--- config.mk ---
export PLATFORM = sky130hd
export DESIGN_NAME = cache_req_ctrl
export DESIGN_NICKNAME = d
export VERILOG_FILES = /design/src/rtl/cache_req_ctrl.sv
export SDC_FILE = /design/constraint.sdc
export NUM_CORES = 1
export LEC_CHECK = 0
export CAP_MARGIN = 25
export CORE_AREA = 10 10 399 401
export CTS_CLUSTER_DIAMETER = 80
export CTS_CLUSTER_SIZE = 14
export DETAILED_ROUTE_END_ITERATION = 8
export DIE_AREA = 0 0 409 411
export PLACE_DENSITY_LB_ADDON = 0.08
export SYNTH_ARGS = -nofsm -noshare
export SYNTH_HDL_FRONTEND = slang
export SYNTH_SLANG_ARGS = --single-unit
--- constraint.sdc ---
create_clock -name clk -period 4.7 [get_ports clk]
set_input_delay 0.47 -clock clk [delete_from_list [all_inputs] [get_ports clk]]
set_output_delay 0.47 -clock clk [all_outputs]
set_load 0.02 [all_outputs]
--- src/rtl/cache_req_ctrl.sv ---
// rtl/cache_req_ctrl.sv - round-robin request sequencer for the direct-mapped cache (read refill, write-through)
// Optional hit/miss counters are enabled by defining CACHE_REQ_CTRL_PERF_CNT_EN.
module cache_req_ctrl #(
  parameter int ADDR_WIDTH = 32,
  parameter int DATA_WIDTH = 128,
  parameter int NUM_REQ    = 2
) (
  input  logic                          clk,
  input  logic                          reset,
  input  logic [NUM_REQ-1:0]            req_valid,
  output logic [NUM_REQ-1:0]            req_ready,
  input  logic [NUM_REQ-1:0]            req_we,
  input  logic [NUM_REQ*ADDR_WIDTH-1:0] req_addr,
  input  logic [NUM_REQ*DATA_WIDTH-1:0] req_wdata,
  output logic [NUM_REQ-1:0]            rsp_valid,
  output logic [DATA_WIDTH-1:0]         rsp_data,
  output logic                          rsp_hit,
  output logic                          cache_read_en,
  output logic                          cache_write_en,
  output logic [ADDR_WIDTH-1:0]         cache_addr,
  output logic [DATA_WIDTH-1:0]         cache_write_data,
  input  logic [DATA_WIDTH-1:0]         cache_read_data,
  input  logic                          cache_hit,
  output logic                          mem_req_valid,
  input  logic                          mem_req_ready,
  output logic                          mem_req_we,
  output logic [ADDR_WIDTH-1:0]         mem_req_addr,
  output logic [DATA_WIDTH-1:0]         mem_req_wdata,
  input  logic                          mem_rsp_valid,
  input  logic [DATA_WIDTH-1:0]         mem_rsp_data
`ifdef CACHE_REQ_CTRL_PERF_CNT_EN
  ,
  output logic [31:0]                   perf_hits,
  output logic [31:0]                   perf_misses
`endif
);

  localparam int IDW = $clog2(NUM_REQ);

  typedef enum logic [3:0] {
    IDLE, LOOKUP, CHECK, MEM_RD, MEM_WAIT, REFILL, WRITE, MEM_WR, RESP
  } state_t;

  state_t                state, state_nxt;
  logic [IDW-1:0]        rr_ptr, id_q, grant_idx, scan_idx;
  logic [IDW:0]          scan_sum;
  logic                  grant_found, accept, hit_q;
  logic [ADDR_WIDTH-1:0] addr_q;
  logic [DATA_WIDTH-1:0] wdata_q, data_q;

  // Descending scan so the last match, i.e. the closest to rr_ptr, wins.
  always_comb begin
    grant_found = 1'b0;
    grant_idx   = '0;
    scan_sum    = '0;
    scan_idx    = '0;
    for (int k = NUM_REQ - 1; k >= 0; k--) begin
      scan_sum = {1'b0, rr_ptr} + (IDW + 1)'(k);
      if (scan_sum >= (IDW + 1)'(NUM_REQ)) scan_sum = scan_sum - (IDW + 1)'(NUM_REQ);
      scan_idx = scan_sum[IDW-1:0];
      if (req_valid[scan_idx]) begin
        grant_found = 1'b1;
        grant_idx   = scan_idx;
      end
    end
  end

  assign accept = (state == IDLE) && grant_found && !reset;

  always_ff @(posedge clk) begin
    if (reset) state <= IDLE;
    else       state <= state_nxt;
  end

  always_comb begin
    state_nxt = state;
    case (state)
      IDLE:     if (accept) state_nxt = req_we[grant_idx] ? WRITE : LOOKUP;
      LOOKUP:   state_nxt = CHECK;
      CHECK:    state_nxt = cache_hit ? RESP : MEM_RD;
      MEM_RD:   if (mem_req_ready) state_nxt = MEM_WAIT;
      MEM_WAIT: if (mem_rsp_valid) state_nxt = REFILL;
      REFILL:   state_nxt = RESP;
      WRITE:    state_nxt = MEM_WR;
      MEM_WR:   if (mem_req_ready) state_nxt = RESP;
      RESP:     state_nxt = IDLE;
      default:  state_nxt = IDLE;
    endcase
  end

  // data_q carries the response payload: cleared for writes, cache data on hit, memory line on refill.
  always_ff @(posedge clk) begin
    if (reset) begin
      rr_ptr  <= '0;
      id_q    <= '0;
      addr_q  <= '0;
      wdata_q <= '0;
      data_q  <= '0;
      hit_q   <= 1'b0;
    end else begin
      case (state)
        IDLE: if (accept) begin
          rr_ptr  <= (grant_idx == IDW'(NUM_REQ - 1)) ? '0 : grant_idx + 1'b1;
          id_q    <= grant_idx;
          addr_q  <= req_addr[grant_idx*ADDR_WIDTH +: ADDR_WIDTH];
          wdata_q <= req_wdata[grant_idx*DATA_WIDTH +: DATA_WIDTH];
          data_q  <= '0;
          hit_q   <= 1'b0;
        end
        CHECK: if (cache_hit) begin
          data_q <= cache_read_data;
          hit_q  <= 1'b1;
        end
        MEM_WAIT: if (mem_rsp_valid) data_q <= mem_rsp_data;
        default: ;
      endcase
    end
  end

  always_comb begin
    req_ready        = '0;
    rsp_valid        = '0;
    rsp_data         = '0;
    rsp_hit          = 1'b0;
    cache_read_en    = 1'b0;
    cache_write_en   = 1'b0;
    cache_addr       = '0;
    cache_write_data = '0;
    mem_req_valid    = 1'b0;
    mem_req_we       = 1'b0;
    mem_req_addr     = '0;
    mem_req_wdata    = '0;
    if (accept) req_ready[grant_idx] = 1'b1;
    case (state)
      LOOKUP: begin
        cache_read_en = 1'b1;
        cache_addr    = addr_q;
      end
      REFILL: begin
        cache_write_en   = 1'b1;
        cache_addr       = addr_q;
        cache_write_data = data_q;
      end
      WRITE: begin
        cache_write_en   = 1'b1;
        cache_addr       = addr_q;
        cache_write_data = wdata_q;
      end
      MEM_RD: begin
        mem_req_valid = 1'b1;
        mem_req_addr  = addr_q;
      end
      MEM_WR: begin
        mem_req_valid = 1'b1;
        mem_req_we    = 1'b1;
        mem_req_addr  = addr_q;
        mem_req_wdata = wdata_q;
      end
      RESP: begin
        rsp_valid[id_q] = 1'b1;
        rsp_data        = data_q;
        rsp_hit         = hit_q;
      end
      default: ;
    endcase
  end

`ifdef CACHE_REQ_CTRL_PERF_CNT_EN
  always_ff @(posedge clk) begin
    if (reset) begin
      perf_hits   <= '0;
      perf_misses <= '0;
    end else if (state == CHECK) begin
      if (cache_hit) begin
        if (perf_hits != '1) perf_hits <= perf_hits + 32'd1;
      end else if (perf_misses != '1) begin
        perf_misses <= perf_misses + 32'd1;
      end
    end
  end
`endif

endmodule

==> metrics.txt, run 1 <==
Setup TNS Final 0 ns; # setup viols final 0; I/O Buffers 1041; initial antenna violation count 12; Resized Gates After CTS 0; WP buf/inv 2; crit path cell chain nand2_1 -> nor2_4 -> buf_4 -> and2_1 -> clkdlybuf4s50_1; antenna-violating nets left 0; status completed; CP peak stage delay 0.98 ns; first-pass GRT wire length 179000 um; Die Ht 411 um; largest buffer count on any clock path 3; nets@finish 3378; DR DRC count 0; fmax 239 MHz; Final GP Congestion 0.894; Slew Limit Fails 0; hpwl dp 110000 um; total grt overflow 0; via/cell ratio 3.81; CTS clk-pin slew, worst paths 0.07 ns; syn avg cell area 8.93 um2; number of placed cells counting well taps 4782; clock root cell clkbuf_16; GR Util All Layers 0.152; die area 168000 um2; Die X 409 um; CP Capture Type output port; Max IR drop VDD 0.000550 V; TritonCTS buffer count 38; drt initial violations 981; core area 151000 um2; via count 18500; H-tree depth 2; clock net sink count 295; post-synth cell types 35; Mapped Nets 2460; starting density of the core 0.111; Routed WL 136000 um; post-route insts no fill 4856; worst clock skew 0.0121 ns; cell family with most CP delay buffers and inverters; Pleak 10.9 nW; most frequent cells in the layout 1040 x clkdlybuf4s50_1, 294 x nor2_1, 294 x dfxtp_1, 258 x and2_1, 168 x a211oi_1; CTS tree done; DR pass1 iterations 7; Fin. Hold Viols 0; max_cap viols 0; number of global-route vias before repair 19200; Syn Inst Count 1875; Hold Path Class input pin to flip-flop; FF+latch count, synth 295; max_slew headroom 0.335; DR WL/cell 27.9 um; Critical Path RT 4.23 ns; fin crit share 0.890; Synth-to-Final Area Change 83.3%; WP data arrival 3.71 ns; # rows 143; pin slew with the least headroom to its limit 0.998 ns; Startpoint Class flip-flop; FF+latch area 5910 um2; io pins 1042; Crit Path Max Fanout 65; Hold Buf Count CTS 0; PD cells 476 nW/um2; setup bufs post-CTS 0; hold_ws 0.420 ns; WS Path Type flip-flop to output port; fin crit period 4.18 ns; fill count 16700; Multi-input gate area 9940 um2; clock latency at the later pin of the worst-skew pair 0.59 ns; share of cells above drive strength 1 0.0883; RSZ-0062 raised after global routing false; Synth Cell Area 16700 um2; sequential share of the synthesized area 0.353; Crit-path slowest cell dfxtp_2; pin count of the biggest net entering global routing 140; commonest non-fill, non-tap cell in the layout clkdlybuf4s50_1; Synth Warn # 0
[Yosys cell counts, drive strengths merged]
cell type    n  area share
nor3b        1     0.00045
o21ba        1     0.00060
nor3         3      0.0012
dfxtp      295        0.35
mux2i      160       0.096
a21oi        7      0.0021
nand2b       3      0.0011
mux2         1     0.00067
nand2        6      0.0013
nor4         1     0.00037
or2          1     0.00037
o21ai        4      0.0012
a211o        1     0.00052
o32ai        3      0.0020
a22oi      128       0.057
and2       259       0.097
o32a         1     0.00060
nor4b        2      0.0023
a211oi     288        0.17
a22o       128       0.067
inv          2     0.00045
nor2b       35       0.013
and3        32       0.012
nor2       299       0.067
o22ai        1     0.00037
buf         86       0.029
or4          2     0.00090
clkbuf     125       0.028
[cell type report]
class / instances / area share
antenna: 5 / 0.000408
clock buffer: 46 / 0.0336
multi-input combinational: 1367 / 0.324
sequential: 295 / 0.192
tap: 2030 / 0.0827
inverter: 2 / 0.000245
clock inverter: 22 / 0.00807
timing repair buffer: 1089 / 0.359
[stage by stage]
| step | power [mW] | util | worst slack, ns | instance area, um2 |
|---|---|---|---|---|
| floorplan | 8.63 | - | 2.11 | 16700 |
| global placement | 11.6 | 0.194 | 1.07 | 29400 |
| detailed placement | 11.7 | 0.194 | 1.07 | 29400 |
| CTS | 15.0 | 0.203 | 0.377 | 30700 |
| global route | 15.7 | 0.203 | 0.197 | 30700 |
| finish | 14.6 | 0.203 | 0.519 | 30700 |
[layer usage]
layer	vias up	share of wire	global-route usage
met2	660	0.53	0.286
met3	97	0.065	0.0421
met4	4	0.021	0.0354
met1	9061	0.38	0.166
met5	-	0.00024	0
li1	8687	-	-
[kinds of logic after synthesis]
logic type	count (synthesis)	share of synthesized area
AOI/OAI and AO/OA	562	0.297
buffers and inverters	213	0.0572
DFF	295	0.353
muxes	161	0.0963
and+or+nand+nor	644	0.197
[path summary, 6_finish.rpt]
check / from / to / slack (ns) / cells past startpoint
worst max register to register: state[0]$_SDFFE_PP0P_ / data_q[2]$_SDFFE_PP0P_ / 1.41 / 7
worst min register to register: rr_ptr$_SDFFE_PP0P_ / rr_ptr$_SDFFE_PP0P_ / 0.49 / 2
worst min-delay path: reset / id_q$_SDFFE_PP0P_ / 0.42 / 2
worst max-delay path: state[0]$_SDFFE_PP0P_ / mem_req_wdata[122] / 0.52 / 5
[state kept, by name (all words and copies together), names as in the netlist]
signal   cells
wdata_q    128
addr_q      32
data_q     128
state        4
id_q         1
hit_q        1
rr_ptr       1
[power breakdown]
group	total (mW)	internal (mW)	leakage, nW	switching, mW
Clock	3.14	1.76	0.620	1.38
Combinational	6.94	2.68	7.88	4.26
Sequential	4.52	3.39	2.43	1.13
Total	14.6	7.83	10.9	6.78
No activity file was read; power rests on OpenSTA's default activity.
==> run 2, diff against run 1 <==
Settings changed: SLEW_MARGIN set to 30.
==> metrics.txt, run 2 (synthesized netlist as in run 1, its figures left out) <==
status completed; dpl cell area 29400 um2; WS Path Type flip-flop to output port; total grt overflow 0; commonest non-fill, non-tap cell in the layout clkdlybuf4s50_1; fin crit period 3.92 ns; Max IR drop VDD 0.000563 V; Crit Path Max Fanout 55; M1 WL 51800 um; internal power 7.84 mW; largest buffer count on any clock path 3; Pleak 10.9 nW; drt initial violations 953; clock latency at the later pin of the worst-skew pair 0.58 ns; Setup TNS Final 0 ns; fmax 255 MHz; initial antenna violation count 10; die area 168000 um2; RSZ-0062 raised after global routing false; Top Layer Used met5; antenna-violating nets left 0; Place WS 1.04 ns; GR Util All Layers 0.151; Final Cell Area 30700 um2; share of power burned in registers 0.309; Hold Path Class input pin to flip-flop; Synth-to-Final Area Change 83.2%; I/O Buffers 1041; Final GP Congestion 0.894; CTS clk-pin slew, worst paths 0.07 ns; WP data arrival 3.45 ns; setup bufs post-CTS 0; via/cell ratio 3.81; pin slew with the least headroom to its limit 0.968 ns; io pins 1042; Resized Gates After CTS 0; Routed WL 135000 um; Switching Share 0.464; CP Capture Type output port; share of cells above drive strength 1 0.0872; Die X 409 um; max_slew headroom 0.354; fin crit share 0.834; Critical Path RT 4.23 ns; Fin. Hold Viols 0; biggest regs data_q (128), wdata_q (128), addr_q (32); worst clock skew 0.0213 ns; max_cap viols 0; core area 151000 um2; most frequent cells in the layout 1040 x clkdlybuf4s50_1, 294 x nor2_1, 294 x dfxtp_1, 258 x and2_1, 168 x a211oi_1; number of global-route vias before repair 19200; Comb pwr share 0.474; Net Sw Power 6.77 mW; starting density of the core 0.111; met3 wire len 8910 um; PD cells 476 nW/um2; met2 WL 71800 um; CTS tree done; DR DRC count 0; Startpoint Class flip-flop; clock net sink count 295; Hold Buf Count CTS 0; clock share of power 0.216; H-tree depth 2; # rows 143; DR pass1 iterations 5; pin count of the biggest net entering global routing 140; hpwl dp 110000 um; DR WL/cell 27.9 um; PnR worst setup slack 0.780 ns; via count 18500; number of placed cells counting well taps 4781; # setup viols final 0; Slew Limit Fails 0; nets@finish 3376; TritonCTS buffer count 38; first-pass GRT wire length 179000 um; Die Ht 411 um; clock root cell clkbuf_16; post-route insts no fill 4853
run 2: cell types whose count changed in the layout (fill, tap and decap cells not counted), moves of 2 or more:
cell,delta
diode_2,-2
clkbuf_1,+2
clkinvlp_4,+4
inv_6,-6
run 2: stage by stage:
step / util / power, mW / hold WS, ns
6_report: 0.203 / 14.6 / 0.415
5_1_grt: 0.203 / 15.7 / 0.443
4_1_cts: 0.203 / 15.0 / 0.394
3_5_place_dp: 0.194 / 11.7 / 0.479
3_3_place_gp: 0.194 / 11.6 / 0.477
2_1_floorplan: - / 8.63 / 0.464
run 2: cell type report:
class	count	area, um2
repair buffers	1087	11000
inverters	2	7.51
clock inverters	21	245
diodes	3	7.51
flip-flops and latches	295	5910
well taps	2030	2540
clock buffers	48	1050
fillers	16700	121000
multi-input cells	1367	9940
run 2: worst max-delay path, cell delays in order, from the launching register on:
cell             delay [ns]
dfxtp_4                0.52
nand2b_1               0.37
nor2_4                 0.25
buf_4                  0.59
a22o_1                 0.28
clkdlybuf4s50_1        0.72
run 2: routing by layer:
layer	track usage	vias to the layer above
li1	-	8678
met1	0.166	9058
met2	0.287	625
met3	0.0426	97
met4	0.0337	8
met5	0	-
run 2: path summary, 6_finish.rpt:
check                                           start  cells past startpoint  slack (ns)                     end
worst max-delay path            state[0]$_SDFFE_PP0P_                      5        0.78    cache_write_data[76]
worst min-delay path                            reset                      2        0.41       id_q$_SDFFE_PP0P_
worst max register to register  state[0]$_SDFFE_PP0P_                      7        1.64  data_q[6]$_SDFFE_PP0P_
worst min register to register    rr_ptr$_SDFFE_PP0P_                      2        0.49     rr_ptr$_SDFFE_PP0P_
run 2: power by group through the flow:
stage	clock network (mW)	logic [mW]	registers [mW]
floorplan	0	4.81	3.82
global placement	0	7.03	4.62
detailed placement	0	7.11	4.62
CTS	3.34	7.14	4.56
global route	3.40	7.64	4.63
finish	3.16	6.93	4.52
==> run 3, diff against run 2 <==
Settings changed: CORE_AREA 10 10 399 401 to 10 10 401 403, DIE_AREA 0 0 409 411 to 0 0 411 413.
Clock period 4.7 ns to 3.27 ns, I/O delays scaled along.
==> metrics.txt, run 3 (synthesized netlist as in run 1, its figures left out) <==
status completed; fmax 319 MHz; Synth-to-Final Area Change 88.8%; antenna-violating nets left 0; Final GP Congestion 0.902; die area 170000 um2; FF-to-FF path depth 8; Worst R2R Setup Slack 0.57 ns; number of global-route vias before repair 19700; max_cap viols 0; CP Capture Type output port; biggest regs data_q (128), wdata_q (128), addr_q (32); pin count of the biggest net entering global routing 129; Fin. Hold Viols 0; share of cells above drive strength 1 0.124; DR WL/cell 27.8 um; core area 153000 um2; PD cells 700 nW/um2; via count 18600; largest buffer count on any clock path 3; DR pass1 iterations 5; total grt overflow 0; worst r2r src state[0]$_SDFFE_PP0P_; # rows 144; pin slew with the least headroom to its limit 0.917 ns; CTS clk-pin slew, worst paths 0.07 ns; commonest non-fill, non-tap cell in the layout clkdlybuf4s50_1; WP data arrival 2.81 ns; WHS Path Cells 2; WS Path Type flip-flop to output port; GR Util All Layers 0.152; initial antenna violation count 14; H-tree depth 2; io pins 1042; hold_ws 0.109 ns; Max IR drop VDD 0.000549 V; TritonCTS buffer count 42; Die X 411 um; # setup viols final 0; clock latency at the later pin of the worst-skew pair 0.60 ns; Routed WL 137000 um; Final Cell Area 31600 um2; Pleak 11.9 nW; first-pass GRT wire length 180000 um; Hold Startpoint reset; via/cell ratio 3.77; clock net sink count 295; worst r2r dst data_q[68]$_SDFFE_PP0P_; Critical Path RT 2.94 ns; I/O Buffers 1041; drt initial violations 818; most frequent cells in the layout 941 x clkdlybuf4s50_1, 294 x nor2_1, 291 x dfxtp_1, 258 x and2_1, 168 x a211oi_1; dpl cell area 30000 um2; nets@finish 3431; worst hold endpoint id_q$_SDFFE_PP0P_; Slew Limit Fails 0; hpwl dp 111000 um; Die Ht 413 um; Startpoint Class flip-flop; starting density of the core 0.109; fin crit period 3.14 ns; max_slew headroom 0.389; worst clock skew 0.0254 ns; Crit Path Max Fanout 42; clock root cell clkbuf_16; Hold Path Class input pin to flip-flop; CTS tree done; fin crit share 0.959; DR DRC count 0
## run 3: changes by cell type in the layout (fill, tap and decap cells not counted), sizes merged
cell           delta
buf              +89
bufbuf            +2
bufinv            +1
clkbuf            -1
clkdlybuf4s50    -99
clkinv            +1
clkinvlp          -7
diode             +8
dlygate4sd2      +49
dlymetal6s2s     +10
inv              +12
## run 3: per-stage QoR
step	instances	power, mW	worst slack (ns)	setup TNS [ns]	utilization
after floorplan	1875	12.4	0.825	0	-
after global placement	4841	17.3	0.372	0	0.196
after detailed placement	4841	17.4	0.376	0	0.196
after CTS	4921	22.8	0.0374	0	0.206
after global routing	4926	23.7	-0.00109	-0.00109	0.207
final	4932	22.1	0.135	0	0.207
## run 3: where the power goes
part           leakage, nW  internal, mW  switching (mW)  total (mW)
clock network        0.727          2.88            2.16        5.04
logic                 8.75          4.36            6.44        10.8
registers             2.44          4.88            1.42        6.29
## run 3: timing repair
| item | in CTS | in global routing |
|---|---|---|
| pin swaps | 1 | 0 |
| setup buffers | 3 | 0 |
| cloned | 2 | 0 |
| hold buffers | 0 | 0 |
| endpoints found under the setup margin | 323 | 12 |
| gates resized for setup | 61 | 11 |
## run 3: final cells by class
cell class | instances | area [um2]
Fill cell | 16800 | 121000
Timing Repair Buffer | 1138 | 11700
Multi-Input combinational cell | 1367 | 9960
Sequential cell | 295 | 5910
Tap cell | 2044 | 2560
Clock buffer | 47 | 1120
Clock inverter | 28 | 353
Antenna cell | 11 | 27.5
Inverter | 2 | 7.51
## run 3: worst max-delay path by stage
stage,startpoint,to,slack [ns]
6_report,state[3]$_SDFFE_PP0P_,rsp_data[51],0.13
5_1_grt,state[3]$_SDFFE_PP0P_,rsp_data[51],-0.001
4_1_cts,state[2]$_SDFFE_PP0P_,rsp_data[49],0.04
3_5_place_dp,req_valid[0],wdata_q[77]$_SDFFE_PP0P_,0.38
3_3_place_gp,req_valid[0],wdata_q[77]$_SDFFE_PP0P_,0.37
2_1_floorplan,state[1]$_SDFFE_PP0P_,cache_addr[10],0.82
## run 3: layer usage
layer | GRT usage | share of wire | up-vias
met4 | 0.0463 | 0.027 | 4
met1 | 0.170 | 0.39 | 8990
met2 | 0.276 | 0.51 | 642
met5 | 0 | 0.00020 | -
met3 | 0.0461 | 0.068 | 126
li1 | - | - | 8823
## run 3: critical path, stage by stage (launching register included)
cell	delay [ns]
dfxtp_2	0.44
nor4b_4	0.22
buf_4	0.17
buf_12	0.20
buf_12	0.23
and2_1	0.16
clkdlybuf4s50_1	0.67
